## src/rtl/key_conditioner.sv

```systemverilog
// Debounces one raw active-low pushbutton into a level and a single-cycle press pulse.
// Optional saturating press counter enabled by defining KEY_CONDITIONER_PRESS_COUNT_EN.
module key_conditioner #(
  parameter int DEBOUNCE_CYCLES = 1_000_000,
  localparam int CNT_W = $clog2(DEBOUNCE_CYCLES)
) (
  input  logic       clk,
  input  logic       RESET,
  input  logic       KEY_N,
  output logic       ENTER_PULSE,
  output logic       LEVEL,
  output logic [1:0] STATE,
  output logic [7:0] PRESS_COUNT
);

  typedef enum logic [1:0] {
    IDLE         = 2'b00,
    PRESS_WAIT   = 2'b01,
    PRESSED      = 2'b10,
    RELEASE_WAIT = 2'b11
  } state_e;

  state_e           state_q, state_d;
  logic [CNT_W-1:0] cnt_q, cnt_d;
  logic             ks1_q, ks2_q;
  logic             pulse_q, pulse_d;
  logic             pressed;
  logic             cnt_last;

  assign pressed  = ~ks2_q;
  assign cnt_last = (cnt_q == CNT_W'(DEBOUNCE_CYCLES - 1));

  always_ff @(posedge clk) begin
    if (RESET) begin
      ks1_q   <= 1'b1;
      ks2_q   <= 1'b1;
      state_q <= IDLE;
      cnt_q   <= '0;
      pulse_q <= 1'b0;
    end else begin
      ks1_q   <= KEY_N;
      ks2_q   <= ks1_q;
      state_q <= state_d;
      cnt_q   <= cnt_d;
      pulse_q <= pulse_d;
    end
  end

  always_comb begin
    state_d = state_q;
    cnt_d   = cnt_q;
    pulse_d = 1'b0;
    case (state_q)
      IDLE: begin
        if (pressed) begin
          state_d = PRESS_WAIT;
          cnt_d   = '0;
        end
      end
      PRESS_WAIT: begin
        if (!pressed) begin
          state_d = IDLE;
        end else if (cnt_last) begin
          state_d = PRESSED;
          pulse_d = 1'b1;
        end else begin
          cnt_d = cnt_q + 1'b1;
        end
      end
      PRESSED: begin
        if (!pressed) begin
          state_d = RELEASE_WAIT;
          cnt_d   = '0;
        end
      end
      RELEASE_WAIT: begin
        // A bounce during release returns to PRESSED without a fresh pulse
        if (pressed) begin
          state_d = PRESSED;
        end else if (cnt_last) begin
          state_d = IDLE;
        end else begin
          cnt_d = cnt_q + 1'b1;
        end
      end
      default: begin
        state_d = IDLE;
        cnt_d   = '0;
      end
    endcase
  end

  assign ENTER_PULSE = pulse_q;
  assign LEVEL       = (state_q == PRESSED) | (state_q == RELEASE_WAIT);
  assign STATE       = state_q;

`ifdef KEY_CONDITIONER_PRESS_COUNT_EN
  logic [7:0] count_q, count_d;

  always_comb begin
    count_d = count_q;
    if (pulse_q && (count_q != 8'hFF)) count_d = count_q + 8'd1;
  end

  always_ff @(posedge clk) begin
    if (RESET) count_q <= 8'h00;
    else       count_q <= count_d;
  end

  assign PRESS_COUNT = count_q;
`else
  assign PRESS_COUNT = 8'h00;
`endif

endmodule

```

## config.mk

```make
export PLATFORM = sky130hd
export DESIGN_NAME = key_conditioner
export DESIGN_NICKNAME = d
export VERILOG_FILES = /design/src/rtl/key_conditioner.sv
export SDC_FILE = /design/constraint.sdc
export NUM_CORES = 1
export LEC_CHECK = 0
export ABC_CLOCK_PERIOD_IN_PS = 4750
export CAP_MARGIN = 40
export CORE_MARGIN = 5
export CORE_UTILIZATION = 59
export DETAILED_ROUTE_END_ITERATION = 7
export GPL_TIMING_DRIVEN = 0
export PLACE_DENSITY = 0.94
export SYNTH_ARGS = -nofsm -noshare
export SYNTH_HDL_FRONTEND = slang
export SYNTH_SLANG_ARGS = --single-unit
```

## constraint.sdc

```tcl
create_clock -name clk -period 4.75 [get_ports clk]
set_input_delay 0.475 -clock clk [delete_from_list [all_inputs] [get_ports clk]]
set_output_delay 0.475 -clock clk [all_outputs]
set_load 0.1 [all_outputs]
```

==> run summary, run 1 <==
The part of the cycle the worst path needs came out at 48.7%. The share of synthesized flip-flops with an asynchronous set or reset came out at 0%. The number of cells on the worst reg-to-reg path came out at 4. Before CTS, the worst setup slack after placement is 2.38 ns. The number of cells traversed by the worst hold path is 1.

The total routed wirelength is approximately 3.2 mm. The path type of the worst min-delay path is reg -> reg. The setup slack of the worst register-to-register path came out at roughly 2.4 ns. The number of distinct library cells after synthesis is 44. The die area is about 3400 sq um. The largest net degree at the start of global routing came out at 14. The delay contributed by the slowest stage of the critical path came out at 0.64 ns.

The number of levels the H-tree was split into is 1. The floorplan step defined a core boundary enclosing 2210 sq um. Measured against the total synthesized area, the mux share comes to less than 1%. The post-layout utilization of the core is 71.4%. The buffering stage count on the worst path with inverters included is 0.

In this run the biggest area consumer among cell types represents 36.5% of the synthesized area. The flow ran to the end, and the final reports show no timing, DRC or antenna violations. Hold repair after CTS inserted 0 buffers. The area fraction in and, or, nand and nor cells after synthesis came out at 32.1%. The TritonCTS sink count came out at 25. The via count normalized by instance count is 6.29. The placed instances occupy a cell area of 1550 sq um.

The shortest clock period the worst path allows after layout is 2.31 ns. The data arrival time of the worst path is 2.58 ns. The nature of the critical path endpoint is a flip-flop. STA classifies the critical path startpoint as a flip-flop. The adder and majority cell fraction of the synthesized area is 0.912%. The die height is 58.2 um. The required time of the worst setup path came out at 5.01 ns.

The switching power is 0.101 mW. Derived from the worst setup path, the maximum achievable clock frequency is 432 MHz. The worst pin sits at a relative slew slack of 43.4%. The total clock buffers created by CTS came out at 3.

The main combinational cell family by area after synthesis is simple AND/OR/NAND/NOR gates. Across the run, the number of max-cap violations was 0. The average instance in the mapped netlist occupies 8.58 sq um.

The kind of cell with the highest combined delay on the critical path is XOR/XNOR gates. Relative to the synthesized area, the layout overhead comes to 15.1%. The post-synthesis instance area is 1370 sq um.

Once the clock tree was built, the resizer swapped 0 gates to a different size. Clock latency on the worst-skew pair, taken at its later pin, is roughly 0.32 ns. The signal on the critical path passes through xnor2_1, o21ai_1, or4_1, a21oi_1.

The row count is 17. The setup TNS after final layout is 0 ns. The least setup slack across all paths after layout came out at ~2.4 ns. The clock-pin slew on the worst setup and hold paths came out at between 0.1 and 0.15 ns. The maximum buffer depth of the clock tree came out at 2. Setup repair after global routing left no endpoint under its margin. 0 antenna diodes ended up in the layout. Along the worst path, the maximum fanout reaches 10.

The type of the worst setup path is reg -> reg. In this run, synthesis inferred 0 flip-flops with an integrated enable. The share of cells above drive strength 1 is 15.5%. The post-layout instance area is about 1600 sq um. The worst IR drop on VDD came out at 0.214 mV. The cell sitting at the root of the clock tree is a sky130_fd_sc_hd__clkbuf_4. The cell count after synthesis came out at 160. The startpoint identified for the worst hold timing path is ks1_q. The number of antenna violations at the first check in global routing came out at 0. In this run switching power makes up 28.5% of total power. The number of pins with negative max-slew slack in the final report is 0. For this run, the leading register cell type out of synthesis is sky130_fd_sc_hd__dfxtp_1.

In the post-synthesis netlist, the biggest area contributors are sky130_fd_sc_hd__dfxtp_1, sky130_fd_sc_hd__xnor2_1, sky130_fd_sc_hd__buf_4. The slowest stage of the critical path belongs to the cell sky130_fd_sc_hd__xnor2_1. The total routing usage reported by global routing is approximately a fifth. The DRC violations left came out at 0. The total power after layout came out at roughly 0.35 mW. The first-pass iteration count of the detailed router is 4. The count of nets left with antenna violations once routing finished came out at 0.

Sequential cells were found to cover between 30% and 40% of the synthesized design area. Summing the areas of all compound-gate instances in the mapped netlist gives 16.1% of the synthesized area. The worst hold path terminates at ks2_q.

In this run the horizontal extent of the chip is 58.2 um. The number of global-route vias before repair is roughly 1300. The endpoint identified for the worst register-to-register timing path is cnt_q[15].

The initial standard-cell utilization of the core came out at 62.0%. The fraction of synthesized cell area in xor and xnor cells came out at 5.65%. The hold violation count in the final report is 0.

The power share of the sequential group came out at 59.8%. TritonCTS built the clock tree. The sum of net half-perimeters after detailed placement came out at 2.39 mm. The leakage power is 0.518 nW. The post-CTS setup repair buffer count came out at 0. The actual transition at the worst max-transition pin is 0.844 ns.

The internal power of the cells is roughly 0.25 mW. The number of filler instances in the final layout came out at 156. The final weighted congestion in routability-driven placement is approximately 0.85.

The relative contribution of the clock network to total power is a little over a quarter. Setup violations remaining at the end of the flow were counted as 0. Dividing the detail-routed wire length by the instance count gives about 15 um. The total via count in the routed design is 1314. The initial detailed-routing violation count came out at 53. The Yosys step of the flow raised 0 warnings.

The largest total area in the synthesized netlist belongs to sky130_fd_sc_hd__dfxtp_1. The number of flip-flops and latches in the synthesized netlist came out at 25. The wire length of the first global-routing pass is 5.66 mm. The power density of the placed cells came out at 224 nW/um^2.

The global route total overflow is 0. The count of input and output buffers came out at 6. The total I/O pin count is 15. The fraction of power consumed by combinational cells is ~14%. The largest clock skew in the final design came out at 0.00393 ns. The net count of the finished layout is 186.
## synthesized netlist by cell type, types with 2 or more instances
cell,n
sky130_fd_sc_hd__a211oi_1,2
sky130_fd_sc_hd__or4_1,5
sky130_fd_sc_hd__dfxtp_1,25
sky130_fd_sc_hd__or2_2,2
sky130_fd_sc_hd__xnor2_1,7
sky130_fd_sc_hd__nor2_1,12
sky130_fd_sc_hd__nand3_2,2
sky130_fd_sc_hd__buf_4,8
sky130_fd_sc_hd__or3_1,3
sky130_fd_sc_hd__o211ai_1,2
sky130_fd_sc_hd__and2_1,3
sky130_fd_sc_hd__nand2b_1,3
sky130_fd_sc_hd__a21oi_1,10
sky130_fd_sc_hd__nand4_1,7
sky130_fd_sc_hd__o21ai_0,7
sky130_fd_sc_hd__nand3_1,4
sky130_fd_sc_hd__and4_1,6
sky130_fd_sc_hd__nor4_1,4
sky130_fd_sc_hd__nand2_1,11
sky130_fd_sc_hd__clkbuf_1,2
sky130_fd_sc_hd__nor3_1,3
sky130_fd_sc_hd__buf_2,3
sky130_fd_sc_hd__inv_1,6
sky130_fd_sc_hd__o31ai_1,3
## kinds of logic (layout without fill, tap and decap cells)
group / after synthesis / after routing
and+or+nand+nor: 73 / 73
xor gates and xnor gates: 8 / 8
DFF: 25 / 25
adders and majority gates: 1 / 1
buffers and inverters: 19 / 33
muxes: 1 / 1
other: 1 / 8
AOI/OAI and AO/OA: 32 / 32
## how the worst max path moves through the flow
stage	cells past startpoint	slack, ns	startpoint	to
2_1_floorplan	6	2.29	flip-flop	cnt_q[3]
3_3_place_gp	5	2.45	RESET	cnt_q[17]
3_5_place_dp	5	2.38	RESET	cnt_q[17]
4_1_cts	6	2.50	cnt_q[0]	cnt_q[17]
5_1_grt	5	2.34	cnt_q[14]	cnt_q[19]
6_report	4	2.44	flip-flop	cnt_q[15]
## layout by cell type, fill, tap and decap left out, drive strengths merged, types with 7 or more instances in the layout
master / n
o21ai: 8
nand2: 11
dfxtp: 25
xnor2: 7
a21oi: 10
nand4: 7
nor2: 13
conb: 8
buf: 15
## layer usage
layer | track usage, % | share of wire (%) | vias up
li1 | - | - | 623
met1 | 25.5 | 39 | 607
met2 | 35.8 | 50 | 69
met3 | 2.90 | 7.1 | 15
met4 | 12.6 | 3.8 | 0
met5 | 0 | 0 | -
## sequential cells by signal, indices dropped and copies added (netlist names), named ones only
signal and count:
ks1_q 1, ENTER_PULSE 1, ks2_q 1, cnt_q 20
STATE 1
## layout make-up
class	instances	area [sq um]	share of cell area, %
Clock buffer	4	26.3	1.66
Sequential cell	25	500	31.7
Buffer	13	82.6	5.23
Multi-Input combinational cell	123	793	50.2
Tap cell	28	35.0	2.22
Timing Repair Buffer	10	120	7.60
Inverter	6	22.5	1.43
## power groups by stage
stage	logic [mW]	clock network [mW]	registers [mW]
finish	0.0492	0.0933	0.212
global route	0.0514	0.104	0.212
CTS	0.0485	0.0939	0.212
detailed placement	0.0484	0	0.216
global placement	0.0473	0	0.216
floorplan	0.0403	0	0.218
## stage by stage
step | instances | hold slack, ns
6_report | 209 | 0.425
5_1_grt | 209 | 0.449
4_1_cts | 209 | 0.427
3_5_place_dp | 205 | 0.397
3_3_place_gp | 201 | 0.399
2_1_floorplan | 167 | 0.389
Power figures use the tool's default switching activity.
==> run 2, diff against run 1 <==
==> config.mk (replaced) <==
export PLATFORM = sky130hd
export DESIGN_NAME = key_conditioner
export DESIGN_NICKNAME = d
export VERILOG_FILES = /design/src/rtl/key_conditioner.sv
export SDC_FILE = /design/constraint.sdc
export NUM_CORES = 1
export LEC_CHECK = 0
export ABC_CLOCK_PERIOD_IN_PS = 2180
export CAP_MARGIN = 40
export CORE_MARGIN = 5
export CORE_UTILIZATION = 55
export DETAILED_ROUTE_END_ITERATION = 7
export GPL_TIMING_DRIVEN = 0
export PLACE_DENSITY = 0.89
export SYNTH_ARGS = -nofsm -noshare
export SYNTH_HDL_FRONTEND = slang
export SYNTH_SLANG_ARGS = --single-unit
==> constraint.sdc (replaced) <==
create_clock -name clk -period 2.18 [get_ports clk]
set_input_delay 0.218 -clock clk [delete_from_list [all_inputs] [get_ports clk]]
set_output_delay 0.218 -clock clk [all_outputs]
set_load 0.1 [all_outputs]
==> run summary, run 2 (same netlist as run 1, synthesis figures left out) <==
The largest clock skew in the final design came out at 0.00192 ns (was 0.00393 ns). The type of the worst setup path is reg -> reg (unchanged). The number of max-capacitance violations reported is 0 (unchanged). The number of cells traversed by the worst hold path came out at 1 (unchanged). The clock network latency to the later pin of the worst-skew pair came out at 0.32 ns (about the same).

The post-CTS setup repair buffer count came out at 0 (unchanged). The post-cts hold buffer count is 0 (unchanged). The shortest clock period the worst path allows after layout is 2.02 ns (was 2.31 ns).

The worst hold slack across all endpoints is 0.454 ns (was 0.425 ns). The data arrival time of the worst path came out at 2.29 ns (was 2.58 ns). The row count came out at 18 (was 17).

The setup slack of the worst register-to-register path is 0.16 ns (was 2.44 ns). Critical path cell sequence: xnor2_1, o21ai_2, or4_1, a21oi_1 (was xnor2_1, o21ai_1, or4_1, a21oi_1). The maximum buffer depth of the clock tree is 2 (unchanged).

The die area was 3590 sq um (was 3390 sq um). The slowest library cell on the worst path was sky130_fd_sc_hd__xnor2_1 (unchanged). The power density of the placed cells came to 483 nW/um^2 (was 224 nW/um^2). Outcome: completed (unchanged). The most used routing layer is met2 (unchanged). Unrepaired setup endpoints after global routing: no (unchanged). The number of global-route vias before repair was 1130 (was 1262).

The start point of the worst hold path is ks1_q (unchanged). The total routing usage reported by global routing came to 18.7% (was 21.2%). The first-pass iteration count of the detailed router came to 4 (unchanged).

The flip-flop count of the largest register, all copies and words added is 20 (unchanged). The number of cells on the worst reg-to-reg path is 4 (unchanged). The initial standard-cell utilization of the core came out at 56.4% (was 62.0%). The count of input and output buffers was 6 (unchanged). The leakage power came out at 0.538 nW (was 0.518 nW). The actual transition at the worst max-transition pin came out at 0.717 ns (was 0.844 ns). The total I/O pin count is 15 (unchanged). The maximum achievable frequency is 495 MHz (was 432 MHz). The hold violation count in the final report is 0 (unchanged).

The kind of cell with the highest combined delay on the critical path is XOR/XNOR gates (unchanged). The final layout net count came to 186 (unchanged). The wire length of the first global-routing pass came out at 4.96 mm (was 5.66 mm).

The destination of the worst register-to-register timing path is cnt_q[15] (unchanged). The antenna cell count is 0 (unchanged). The buffering stage count on the worst path with inverters included is 0 (unchanged). The area after detailed placement came out at 1560 sq um (was 1550 sq um). The remaining number of nets flagged by the antenna check after routing is 0 (unchanged).

The worst IR drop on VDD came out at 0.437 mV (was 0.214 mV). The TritonCTS sink count came to 25 (unchanged). The sum of net half-perimeters after detailed placement is 2.31 mm (was 2.39 mm). The cell at the root of the clock tree was sky130_fd_sc_hd__clkbuf_4 (unchanged). The met1 track demand over resource in global routing is 21.3% (was 25.5%). The share of cells above drive strength 1 is 17.7% (was 15.5%). The setup TNS after final layout is 0 ns (unchanged). The end point of the worst hold path is ks2_q (unchanged). The via count normalized by instance count is 5.90 (was 6.29). The final non-filler cell total came out at 211 (was 209).

The DRC violations left was 0 (unchanged). The clock-pin slew on the worst setup and hold paths came out at 0.13 ns (about the same). The part of the cycle the worst path needs is 92.6% (was 48.7%).

The total routed wirelength came out at 3.10 mm (was 3.19 mm). The met3 layer usage reported by global route is 3.24% (was 2.90%). The total clock buffers created by CTS is 3 (unchanged). The number of levels the H-tree was split into is 1 (unchanged). The die outline width came out at 60.0 um (was 58.2 um). The post-layout utilization of the core came to 66.1% (was 71.4%). The total power after layout is 0.777 mW (was 0.354 mW). The post-layout instance area was 1610 sq um (was 1580 sq um). The delay contributed by the slowest stage of the critical path came to 0.60 ns (was 0.64 ns).

The average routed wire per standard cell is 14.7 um (was 15.2 um). The least setup slack across all paths after layout was 0.160 ns (was 2.44 ns). The cell total after placement is 207 (was 205). The path type of the worst min-delay path was reg -> reg (unchanged). The register with the most flip-flops is cnt_q (unchanged).

The die height came out at 60.0 um (was 58.2 um). The required time of the worst setup path came out at 2.45 ns (was 5.01 ns). The critical path launch point type is a flip-flop (unchanged). The clock tree from TritonCTS is built (unchanged).

The minimum setup slack after placement came out at -0.0156 ns (was 2.38 ns). The most frequent standard cell in the layout excluding fill and tap cells is sky130_fd_sc_hd__dfxtp_1 (unchanged). The global routing met2 resource utilization is 32.7% (was 35.8%).

The core box area is 2430 sq um (was 2210 sq um). The total setup violations reported at the end of the flow came out at 0 (unchanged). The maximum fanout along the worst path came out at 10 (unchanged). The nature of the critical path endpoint is a flip-flop (unchanged).

The initial detailed-routing violation count is 43 (was 53). The largest net degree at the start of global routing is 14 (unchanged). The global route total overflow is 0 (unchanged). The number of antenna violations at the first check in global routing came out at 0 (unchanged).

The number of pins with negative max-slew slack in the final report is 0 (unchanged). The total via count in the routed design came out at 1244 (was 1314). The area added between synthesis and finish is 17.1% (was 15.1%). The final weighted congestion in routability-driven placement is 0.831 (was 0.855).

The worst slew slack as a fraction of its limit was 51.8% (was 43.4%). Commonest cells after routing, fill and taps aside: sky130_fd_sc_hd__dfxtp_1, sky130_fd_sc_hd__nor2_1, sky130_fd_sc_hd__nand2_1, sky130_fd_sc_hd__a21oi_1 (unchanged).
-- run 2: per-layer routing --
metal / wire (um) / up-vias
met5: 0 / -
met4: 70 / 0
met3: 189 / 7
met2: 1610 / 42
met1: 1230 / 575
li1: - / 620
-- run 2: timing repair --
item                       CTS  global route
resized for setup            1             3
hold endpoints to repair     0             0
pin swaps                    0             0
setup endpoints to repair    1            12
-- run 2: area by class of cell --
cell class / instances / area (sq um)
Fill cell: 187 / 825
Timing Repair Buffer: 10 / 120
Sequential cell: 25 / 502
Tap cell: 30 / 37.5
Inverter: 6 / 22.5
Multi-Input combinational cell: 123 / 817
Buffer: 13 / 82.6
Clock buffer: 4 / 26.3
-- run 2: power breakdown --
group	leakage [nW]	internal [mW]	switching, mW
registers	0.202	0.459	0.00245
logic	0.321	0.0218	0.0857
clock network	0.0150	0.0718	0.136
total	0.538	0.553	0.224
-- run 2: worst max-delay path by stage --
stage / start / end / slack [ns] / depth (start not counted)
2_1_floorplan: flip-flop / cnt_q[3] / 0.08 / 6
3_3_place_gp: cnt_q[0] / cnt_q[17] / 0.05 / 6
3_5_place_dp: cnt_q[0] / cnt_q[17] / -0.02 / 6
4_1_cts: flip-flop / cnt_q[15] / 0.04 / 4
5_1_grt: cnt_q[0] / cnt_q[12] / 0.02 / 7
6_report: flip-flop / cnt_q[15] / 0.16 / 4
